File: config.mk
export PLATFORM = sky130hd
export DESIGN_NAME = alu_op_encoder
export DESIGN_NICKNAME = d
export VERILOG_FILES = /design/src/rtl/alu_ctrl_pkg.sv /design/src/rtl/alu_onehot_to_code.sv /design/src/rtl/alu_op_encoder.sv
export SDC_FILE = /design/constraint.sdc
export NUM_CORES = 1
export LEC_CHECK = 0
export ABC_AREA = 0
export CAP_MARGIN = 15
export CORE_MARGIN = 10
export CORE_UTILIZATION = 57
export CTS_CLUSTER_DIAMETER = 30
export DETAILED_ROUTE_END_ITERATION = 10
export HOLD_SLACK_MARGIN = 0.03
export PLACE_DENSITY = 0.88
export RECOVER_POWER = 100
export SETUP_SLACK_MARGIN = 0.05
export SLEW_MARGIN = 20
export SYNTH_ARGS = -nofsm -noshare
export SYNTH_HDL_FRONTEND = slang
export SYNTH_SLANG_ARGS = --single-unit
File: constraint.sdc
create_clock -name clk -period 2.46 [get_ports clk]
set_clock_uncertainty 0.15 [all_clocks]
set_input_delay 0.492 -clock clk [delete_from_list [all_inputs] [get_ports clk]]
set_output_delay 0.492 -clock clk [all_outputs]
set_load 0.005 [all_outputs]
File: src/rtl/alu_ctrl_pkg.sv
// ALU control code definitions shared by the decoder and encoder.
// Holds the 4-bit code type, the ten legal codes and the FIFO entry.
package alu_ctrl_pkg;

  typedef logic [3:0] alu_code_t;

  localparam alu_code_t ALU_ADD  = 4'b0000;
  localparam alu_code_t ALU_SUB  = 4'b0001;
  localparam alu_code_t ALU_SLL  = 4'b0010;
  localparam alu_code_t ALU_SLT  = 4'b0011;
  localparam alu_code_t ALU_SLTU = 4'b0100;
  localparam alu_code_t ALU_XOR  = 4'b0101;
  localparam alu_code_t ALU_SRL  = 4'b0110;
  localparam alu_code_t ALU_SRA  = 4'b0111;
  localparam alu_code_t ALU_OR   = 4'b1000;
  localparam alu_code_t ALU_AND  = 4'b1101;

  localparam alu_code_t ALU_ILLEGAL = 4'b0000;

  localparam int OP_W = 10;

  typedef struct packed {
    alu_code_t code;
    logic      err;
  } alu_entry_t;

endpackage

File: src/rtl/alu_onehot_to_code.sv
// One-hot ALU select to 4-bit control code, with legality check.
// Only exactly-one-hot selects are legal; others map to ALU_ILLEGAL.
module alu_onehot_to_code
  import alu_ctrl_pkg::*;
(
  input  logic [OP_W-1:0] onehot,
  output alu_code_t       code,
  output logic            legal
);

  assign legal = ($countones(onehot) == 1);

  always_comb begin
    code = ALU_ILLEGAL;
    if (legal) begin
      unique case (1'b1)
        onehot[0]: code = ALU_ADD;
        onehot[1]: code = ALU_SUB;
        onehot[2]: code = ALU_SLL;
        onehot[3]: code = ALU_SLT;
        onehot[4]: code = ALU_SLTU;
        onehot[5]: code = ALU_XOR;
        onehot[6]: code = ALU_SRL;
        onehot[7]: code = ALU_SRA;
        onehot[8]: code = ALU_OR;
        onehot[9]: code = ALU_AND;
        default:   code = ALU_ILLEGAL;
      endcase
    end
  end

endmodule

File: src/rtl/alu_op_encoder.sv
// One-hot ALU select encoder with a 2-entry output FIFO.
// Optional error counter built with ALU_OP_ENCODER_ERRCNT_EN.
module alu_op_encoder
  import alu_ctrl_pkg::*;
#(
  parameter int DEPTH = 2,
  parameter int CNT_W = 8
) (
  input  logic            clk,
  input  logic            rst_n,
  input  logic            in_valid,
  input  logic [OP_W-1:0] in_onehot,
  output logic            in_ready,
  output logic            out_valid,
  output alu_code_t       out_code,
  output logic            out_err,
  input  logic            out_ready
`ifdef ALU_OP_ENCODER_ERRCNT_EN
  ,
  input  logic            err_clr,
  output logic [CNT_W-1:0] err_count
`endif
);

  if (DEPTH != 2 || CNT_W < 1) begin : g_bad_cfg
    $error("alu_op_encoder: DEPTH must be 2, CNT_W >= 1");
  end

  alu_code_t  dec_code;
  logic       dec_legal;
  alu_entry_t new_e;

  alu_onehot_to_code u_dec (
    .onehot (in_onehot),
    .code   (dec_code),
    .legal  (dec_legal)
  );

  assign new_e = '{code: dec_code, err: ~dec_legal};

  alu_entry_t mem [2];
  alu_entry_t head_q;
  logic       wr_ptr;
  logic       rd_ptr;
  logic [1:0] count;
  logic       push;
  logic       pop;

  assign in_ready  = (count != 2'(DEPTH));
  assign out_valid = (count != 2'd0);
  assign push      = in_valid & in_ready;
  assign pop       = out_valid & out_ready;
  assign out_code  = head_q.code;
  assign out_err   = head_q.err;

  // head_q mirrors mem[rd_ptr] but holds its value once drained
  always_ff @(posedge clk or negedge rst_n) begin
    if (!rst_n) begin
      mem[0] <= '0;
      mem[1] <= '0;
      head_q <= '0;
      wr_ptr <= 1'b0;
      rd_ptr <= 1'b0;
      count  <= 2'd0;
    end else begin
      if (push) begin
        mem[wr_ptr] <= new_e;
        wr_ptr      <= ~wr_ptr;
      end
      if (pop) rd_ptr <= ~rd_ptr;
      unique case ({push, pop})
        2'b10:   count <= count + 2'd1;
        2'b01:   count <= count - 2'd1;
        default: count <= count;
      endcase
      if (push && (count == 2'd0 ||
                   (pop && count == 2'd1)))
        head_q <= new_e;
      else if (pop && count == 2'd2)
        head_q <= mem[~rd_ptr];
    end
  end

`ifdef ALU_OP_ENCODER_ERRCNT_EN
  logic [CNT_W-1:0] cnt_q;
  logic             ill_push;

  assign ill_push  = push & ~dec_legal;
  assign err_count = cnt_q;

  always_ff @(posedge clk or negedge rst_n) begin
    if (!rst_n) begin
      cnt_q <= '0;
    end else if (err_clr) begin
      cnt_q <= ill_push ? CNT_W'(1) : '0;
    end else if (ill_push && cnt_q != '1) begin
      cnt_q <= cnt_q + CNT_W'(1);
    end
  end
`endif

endmodule

==> results.toml, run 1 <==
[run_status]
outcome = "complete, but fails checks"
violations = "setup timing"

[synth]
synth_xor_area_share_pct = 1.95
avgSynthCellArea_um2 = 10.1
synth_mux_area_share_pct = 5.94
syn_inst = 134
synth_cell_types = 29
synth_compound_area_share_pct = 12.2
synthArstFlopShare_pct = 100
synth-seq-cells = 19
synth_top_family_by_area = "adder cells"
ys_warn_count = 0
synth_flop_cell = "dfrtp_1"
synth-simple-area-share_pct = 14.7
syn_area_um2 = 1350
yosysSeqAreaShare_pct = 35.3
yosys.area_share.adder_pct = 22.8
syn-num-nets = 169
synth_edf_count = 0

[route]
drt-wirelength-per-cell_um = 18.9
viasPerCell = 5.78
antenna_left = 0
drtIter0Drc = 51
drt-pass1-iter-count = 4
totalWireLength_um = 3740
drcViolationCount = 0
vias = 1145

[global_route]
overflow = 0
grt_max_degree = 20
grt_pass1_vias = 1164
gr-usage-all-layers_pct = 15.0
grt_pass1_wl_um = 5420
antenna_found_initial = 0

[place]
place_ws_ns = -1.78
place_congestion = 0.769
port_buffers = 20
dp.final_hpwl_um = 2590

[clock_network]
cts_tree = "yes"
cts_sinks = 19
numCtsBuffers = 3
clkLatencyLatePin_ns = 0.32
cts_max_level = 1
cts_max_path_buffers = 2
clk_pin_slew_ns = 0.13
ctsRootBufferMaster = "clkbuf_4"
hold_buffers = 0

[floorplanning]
die_height_um = 68.6
rows = 17
dieWidth_um = 68.6
ios = 21
initial_core_util_pct = 60.4
design.core.area_um2 = 2230
die_area_um2 = 4710

[timing]
finalWorstSetupSlack_ns = -1.04
period_share_pct = 142
holdWs_ns = 0.348
hold_violations = 0
clock.fmax_ghz = 0.286
slew_headroom_pct = 30.6
setup_viol = 15
finalCriticalPeriod_ns = 3.50
worst_pin_slew_ns = 1.04
slew_viol_final = 0
rsz0062_at_grt = "yes"

[hold_path]
min_path_type = "flip-flop to flip-flop"

[critical_path]
end_kind = "flip-flop"
crit_path_start = "in_onehot[9]"
cp-endpoint = "out_code[3]"
rr_worst_depth = 6
rrSetupSlack_ns = 0.20
crit_arrival_ns = 3.58
startpoint_type = "primary input"
timing.rr.start = "count[0]"
cp_data_required_time_ns = 2.54
cp_max_fo = 6
r2r_end = "mem[9]"
path_class = "primary input to flip-flop"

[run]
cap_viol_max_count = 0

[pwr]
vdd_drop_max_mv = 1.06
p_leak_nw = 0.883
power_density_nw_per_um2 = 952

[layout]
syn_to_final_growth_pct = 38.9
drive_gt1_share_pct = 28.2
n_fill_cell = 111
nNetsFinal = 206
diodes = 0
## cell usage after synthesis, types with 2 or more instances
cell type | instances | share of area [%]
inv_1 | 23 | 6.4
dfrtp_1 | 19 | 35
ha_1 | 15 | 14
nand2_1 | 14 | 3.9
mux2i_1 | 8 | 5.9
nor2_1 | 7 | 1.9
o21ai_0 | 7 | 2.6
fa_1 | 6 | 8.9
a21oi_1 | 4 | 1.5
o31ai_1 | 4 | 2.2
nand3_1 | 3 | 1.1
a211o_1 | 2 | 1.3
and2_1 | 2 | 0.93
buf_2 | 2 | 0.74
nor2b_1 | 2 | 0.93
o41ai_2 | 2 | 2.4
xnor2_1 | 2 | 1.3
## worst min-delay path by stage
stage,startpoint,end,slack [ns],cells past startpoint
2_1_floorplan,rst_n,count[0],0.05,0
3_3_place_gp,mem[9],mem[9],0.31,2
3_5_place_dp,mem[4],mem[4],0.32,2
4_1_cts,mem[4],mem[4],0.35,2
5_1_grt,mem[5],mem[5],0.38,2
6_report,mem[5],mem[5],0.35,2
## per-layer routing
metal  wire [µm]  vias up  GRT usage (%)  part of all wire [%]
li1            -      520              -                     -
met1        1390      573           18.2                    37
met2        2010       38           26.0                    54
met3         233       14           3.70                   6.2
met4         117        0           3.52                   3.1
met5           0        -              0                     0
## timing repair
action	4_1_cts	5_1_grt
endpoints found under the hold margin	0	0
pin swaps	9	11
gates resized for setup	40	18
endpoints found under the setup margin	15	15
setup buffers	1	3
cloned	0	0
## cells by family after synthesis
| logic type | after synthesis |
|---|---|
| simple gates | 36 |
| buf+inv | 25 |
| xor+xnor | 3 |
| fa+ha+maj | 21 |
| flops | 19 |
| mux | 8 |
| compound gates | 22 |
## layout by cell type (no fill, tap or decap), types with 2 or more instances in the layout
cell type / n
nor2_1: 7
clkbuf_4: 3
buf_4: 13
dlygate4sd3_1: 8
ha_4: 3
o21ai_1: 3
dfrtp_1: 19
inv_2: 4
nand3_4: 2
o21ai_2: 2
o31ai_4: 4
buf_6: 3
nor2b_1: 2
mux2i_1: 8
ha_1: 12
inv_4: 3
inv_1: 16
nand2_1: 14
clkdlybuf4s50_1: 6
fa_1: 5
buf_8: 3
a211o_1: 2
xnor2_1: 2
and2_1: 2
o21ai_0: 2
a21oi_1: 4
## through the flow
step	util, %	cells	setup TNS [ns]	instance area (µm²)	total power, W
3_5_place_dp	75.6	190	-25.23	1690	0.00142
3_3_place_gp	75.6	190	-22.94	1690	0.00134
2_1_floorplan	-	134	-13.46	1390	0.00113
6_report	83.9	198	-14.47	1870	0.00178
5_1_grt	83.9	198	-16.44	1870	0.00191
4_1_cts	78.5	195	-15.70	1750	0.00161
## final cells by class
cell class | instances | area [µm²] | share of cell area (%)
repair buffers | 34 | 320 | 17.1
clock inverters | 1 | 5.00 | 0.267
well taps | 28 | 35.0 | 1.87
inverters | 23 | 93.8 | 5.01
clock buffers | 3 | 22.5 | 1.20
multi-input cells | 90 | 921 | 49.2
flip-flops and latches | 19 | 475 | 25.4
## report_power, final
| part | internal [W] | switching [W] | total, W |
|---|---|---|---|
| Combinational | 0.000495 | 0.000570 | 0.00106 |
| Clock | 0.0000610 | 0.000111 | 0.000172 |
| Sequential | 0.000443 | 0.000104 | 0.000547 |
| Total | 0.000999 | 0.000785 | 0.00178 |
## critical path: stages
cell	delay, ns
buf_8	0.08
inv_4	0.04
ha_4	0.27
inv_4	0.03
fa_1	0.54
fa_1	0.44
fa_2	0.39
fa_1	0.51
nor4b_4	0.31
nand2_4	0.18
o41ai_2	0.30
## registers in the layout, indices dropped and copies added, names as in the netlist
name / count
mem: 10
rd_ptr: 1
wr_ptr: 1
out_err: 1
out_code: 4
count: 2
Power figures use the tool's default switching activity.
==> run 2, diff against run 1 <==
Settings changed: CORE_MARGIN 10 to 2, SLEW_MARGIN 20 to 5.
==> run 2 against run 1 <==
- the run still ends with setup timing left
- cell count grew 1.0%
- die area shrank 41%
- sequential power fell by 1%
- hold slack worse by 0.0050 ns
- first-iteration DRC count is 43% lower
- sequential cell count unchanged
- combinational power fell by 5%
- wire length decreased by 14%
- via count decreased by 2.4%
- highest routed layer unchanged
==> results.toml, run 2 (synthesis gave the netlist of run 1 again) <==
[clock_network]
ctsRootBufferMaster = "clkbuf_4"
clkLatencyLatePin_ns = 0.30
cts_max_level = 1
clk_pin_slew_ns = 0.11
numCtsBuffers = 3
cts_tree = "yes"
cts_sinks = 19
cts_max_path_buffers = 2
hold_buffers = 0

[global_route]
antenna_found_initial = 0
grt_pass1_wl_um = 4950
grt_max_degree = 20
grt_util_met2_pct = 48.3
gr-usage-met3_pct = 4.86
top_usage_layer = "met2"
gr-usage-all-layers_pct = 25.0
grt_pass1_vias = 1076
overflow = 0
gr-usage-met1_pct = 29.0

[place]
dp.final_hpwl_um = 2260
port_buffers = 20
place_congestion = 0.792
place_ws_ns = -1.72

[route]
viasPerCell = 5.59
drt-wirelength-per-cell_um = 16.1
vias = 1118
totalWireLength_um = 3230
drtIter0Drc = 29
antenna_left = 0
drt-pass1-iter-count = 5
drcViolationCount = 0

[timing]
clock.fmax_ghz = 0.293
hold_violations = 0
fin_setup_tns_ns = -13.52
rsz0062_at_grt = "yes"
period_share_pct = 139
slew_viol_final = 0
finalCriticalPeriod_ns = 3.41
worst_pin_slew_ns = 1.06
setup_viol = 15
finalWorstSetupSlack_ns = -0.953
slew_headroom_pct = 29.2

[critical_path]
path_class = "primary input to flip-flop"
startpoint_type = "primary input"
crit_chain = "buf_8 > inv_4 > ha_4 > inv_2 > fa_1 > fa_1 > fa_2 > fa_2 > nor4b_4 > nand2_2 > buf_4 > o31ai_2"
rrSetupSlack_ns = 0.47
cp_max_fo = 6
end_kind = "flip-flop"
critPathTopFamily = "adder cells"
crit_arrival_ns = 3.48
critPathMaxStageDelay_ns = 0.55
cpMaxStageDelayCell = "fa_1"
cp_data_required_time_ns = 2.52
crit_buf_inv = 4

[run_status]
violations = "setup timing"
outcome = "complete, but fails checks"

[floorplanning]
die_height_um = 52.6
dieWidth_um = 52.6
die_area_um2 = 2770
rows = 17
design.core.area_um2 = 2230
ios = 21
initial_core_util_pct = 60.4

[pwr]
power_density_nw_per_um2 = 930
p_leak_nw = 0.882
vdd_drop_max_mv = 0.894

[layout]
layout_commonest_cell = "dfrtp_1"
syn_to_final_growth_pct = 36.7
final_cell_mix = "dfrtp_1, inv_1, nand2_1, buf_4, ha_1"
diodes = 0
nNetsFinal = 208
largest_register_ffs = 10
drive_gt1_share_pct = 29.7
regMostFlops = "mem"

[hold_path]
min_path_type = "flip-flop to flip-flop"

[run]
cap_viol_max_count = 0
run 2: layout make-up:
type	count	area, µm²
Multi-Input combinational cell	90	876
Sequential cell	19	475
Fill cell	124	389
Timing Repair Buffer	36	339
Inverter	23	91.3
Tap cell	28	35.0
Clock buffer	3	22.5
Clock inverter	1	5.00
run 2: power by group:
group | internal (W) | leakage (nW) | switching [W]
Combinational | 0.000509 | 0.622 | 0.000504
Sequential | 0.000443 | 0.243 | 0.0000974
Clock | 0.0000607 | 0.0177 | 0.000101
Total | 0.00101 | 0.882 | 0.000702
run 2: per-stage QoR:
| step | util (%) | cell area (µm²) | hold slack, ns | total power [W] | instances |
|---|---|---|---|---|---|
| global placement | 75.2 | 1680 | 0.311 | 0.00133 | 189 |
| floorplan | - | 1390 | 0.0464 | 0.00113 | 134 |
| detailed placement | 75.2 | 1680 | 0.316 | 0.00139 | 189 |
| global route | 82.6 | 1840 | 0.376 | 0.00185 | 200 |
| finish | 82.6 | 1840 | 0.343 | 0.00172 | 200 |
| CTS | 78.0 | 1740 | 0.341 | 0.00157 | 195 |
run 2: what timing repair did:
item                       4_1_cts  5_1_grt
pin swaps                        8       12
setup buffers                    2        5
setup endpoints to repair       15       15
hold endpoints to repair         0        0
gates resized for setup         37       18
run 2: routing by layer:
metal / wire length, µm / vias up
li1: - / 523
met1: 1170 / 532
met2: 1790 / 52
met3: 194 / 11
met4: 65 / 0
met5: 0 / -
run 2: final timing paths:
path	start	end	cells after the start
max	in_onehot[8]	mem[7]	12
min	mem[4]	mem[4]	2
max reg2reg	count[0]	mem[7]	6
min reg2reg	mem[4]	mem[4]	2
max in group asynchronous	rst_n	rd_ptr	2
min in group asynchronous	rst_n	mem[2]	2
run 2: worst reg2reg max path, delay by kind of cell, from the launching register on:
kind | cells | cell delay (ns)
AOI/OAI and AO/OA | 1 | 0.09
adders and majority gates | 1 | 0.22
buffers and inverters | 1 | 0.10
DFF | 1 | 0.43
and+or+nand+nor | 3 | 0.91
==> RTL edit, RTL diff (settings of run 1) <==
Register the output `out_err`, with the module's reset; this adds one clock of latency there. The other outputs are not delayed to match.
--- a/src/rtl/alu_op_encoder.sv
+++ b/src/rtl/alu_op_encoder.sv
@@ -51,7 +51,13 @@
   assign push      = in_valid & in_ready;
   assign pop       = out_valid & out_ready;
   assign out_code  = head_q.code;
-  assign out_err   = head_q.err;
+  always_ff @(posedge clk or negedge rst_n) begin
+    if (!rst_n) begin
+      out_err <= '0;
+    end else begin
+      out_err <= head_q.err;
+    end
+  end
 
   // head_q mirrors mem[rd_ptr] but holds its value once drained
   always_ff @(posedge clk or negedge rst_n) begin
Check against the original RTL: not equivalent (a bounded check fails within 4 cycles, from zero or initial values and one cycle with rst_n low).
==> RTL edit against run 1 <==
The run still ends with negative setup slack left; synthesized area rose by 4.4%; design area fell by 1.1%; setup slack improved by 95 ps; global-route usage fell by 2.2 points; die area rose by 3.1%; sequential share of layout area rose by 1.6 points; power fell by 6.9%; synthesized cell count rose by 3.0%; utilization fell by 2.4 points; wire length fell by 14%; sequential cell count rose by 1; highest routed layer unchanged.
==> RTL edit: results (changes against run 1) <==
placer congestion estimate 0.820 (was 0.769); # nets final 204 (was 206); failing checks negative setup slack (unchanged); Clock Path Buffers 2 (unchanged); setup violators final 15 (unchanged); Mapped Nets 173 (was 169); unique cell type count in the Yosys netlist 31 (was 29); fraction of layout cells with a size suffix above 1 29.3% (was 28.2%); worst reg2reg path startpoint count[0] (unchanged); Via density 5.54 (was 5.78); Yosys warnings 0 (unchanged); Post-Synth Adder-Cell Area 21.9% (was 22.8%); min-delay src head_q[0] (was mem[5]); P_comb 0.948 mW (was 1.06 mW); WL/cell 16.5 µm (was 18.9 µm); largest net degree at the start of global routing 21 (was 20); run status finished, violations left (unchanged); Compound-Gate Fraction of Synth Area 10.8% (was 12.2%); Peak VDD IR 0.557 mV (was 1.06 mV); synth top area cells dfrtp_1 36%, ha_1 13%, fa_1 8.5% (was dfrtp_1 35%, ha_1 14%, fa_1 8.9%); Hold Crit Endpoint out_err (was mem[5]); Power, Total 1.66 mW (was 1.78 mW); sequential fraction of the synthesis area 35.6% (was 35.3%); vias in the first global route 1195 (was 1164); critical path peak fanout 6 (unchanged); global-route wire length before repair 5260 µm (was 5420 µm); Hold Path Class flip-flop to flip-flop (unchanged); XOR/XNOR share of the synthesized area 1.87% (was 1.95%); Leak 0.887 nW (was 0.883 nW); slack of the critical path -943 ps (was -1040 ps); post-synthesis mux area share 6.22% (was 5.94%); dpl hpwl 2380 µm (was 2590 µm); DRT iter0 DRCs 93 (was 51); CP Data Arrival Time 3450 ps (was 3580 ps); Post-Route Setup TNS -13340 ps (was -14470 ps); Worst R2R Path Depth 5 (was 6); Worst-path clk slew 100 ps (was 130 ps); hold path cells 0 (was 2); htree depth 1 (unchanged); ANT cells 0 (unchanged); DR pass1 iterations 5 (was 4); Global Route Usage Sum 12.8% (was 15.0%); CP startpoint in_onehot[9] (unchanged); Crit Reg-Reg Endpoint mem[5] (was mem[9]); Reg2Reg Setup Slack 420 ps (was 200 ps); Sw Ratio 40.7% (was 44.0%); Slew headroom 29.5% (was 30.6%); synth cell count leaders 23 x inv_1, 20 x dfrtp_1, 15 x ha_1, 15 x nand2_1, 9 x o31ai_1 (was 23 x inv_1, 19 x dfrtp_1, 15 x ha_1); Clk network pwr share 9.5% (was 9.7%); worst skew pair latency 300 ps (was 320 ps)
[RTL edit: changes by cell type after synthesis, moves of 3 or more]
| cell | before | now |
|---|---|---|
| mux2i_1 | 8 | 5 |
| buf_4 | 0 | 4 |
| nor2_1 | 7 | 3 |
| o211ai_1 | 0 | 4 |
| o21ai_1 | 0 | 3 |
| o21ai_0 | 7 | 2 |
| o31ai_1 | 4 | 9 |
[RTL edit: repair_timing]
item	CTS	global route
cloned	1	0
setup endpoints to repair	15	15
pin swaps	12	10
buffers inserted	1	4
gates resized for setup	39	16
[RTL edit: metrics by stage]
stage | instances | util [%] | setup slack, ps | hold WS [ps] | cell area (µm²)
floorplan | 138 | - | -1050 | 46.4 | 1440
global placement | 186 | 73.8 | -1630 | 219 | 1680
detailed placement | 186 | 73.8 | -1730 | 223 | 1680
CTS | 191 | 76.7 | -1050 | 246 | 1750
global route | 195 | 81.4 | -1020 | 259 | 1850
finish | 195 | 81.4 | -943 | 245 | 1850
[RTL edit: routing by layer]
layer  vias up  share of wire [%]  GRT usage [%]
li1        510                  -              -
met1       530                 38           12.9
met2        35                 55           24.0
met3         6                5.2           2.57
met4         0                2.2           6.30
met5         -                  0              0
[RTL edit: how the worst max path moves through the flow]
| stage | to | cells after the start |
|---|---|---|
| CTS | head_q[0] | 10 |
| global route | out_code[0] | 12 |
| global placement | head_q[0] | 11 |
| detailed placement | head_q[0] | 11 |
| finish | mem[0] | 11 |
| floorplan | mem[5] | 10 |
[RTL edit: cell type report]
class | count | area, µm²
inverter | 23 | 91.3
fill | 127 | 423
sequential | 20 | 500
multi-input combinational | 87 | 881
clock buffer | 3 | 22.5
timing repair buffer | 34 | 323
tap | 28 | 35.0
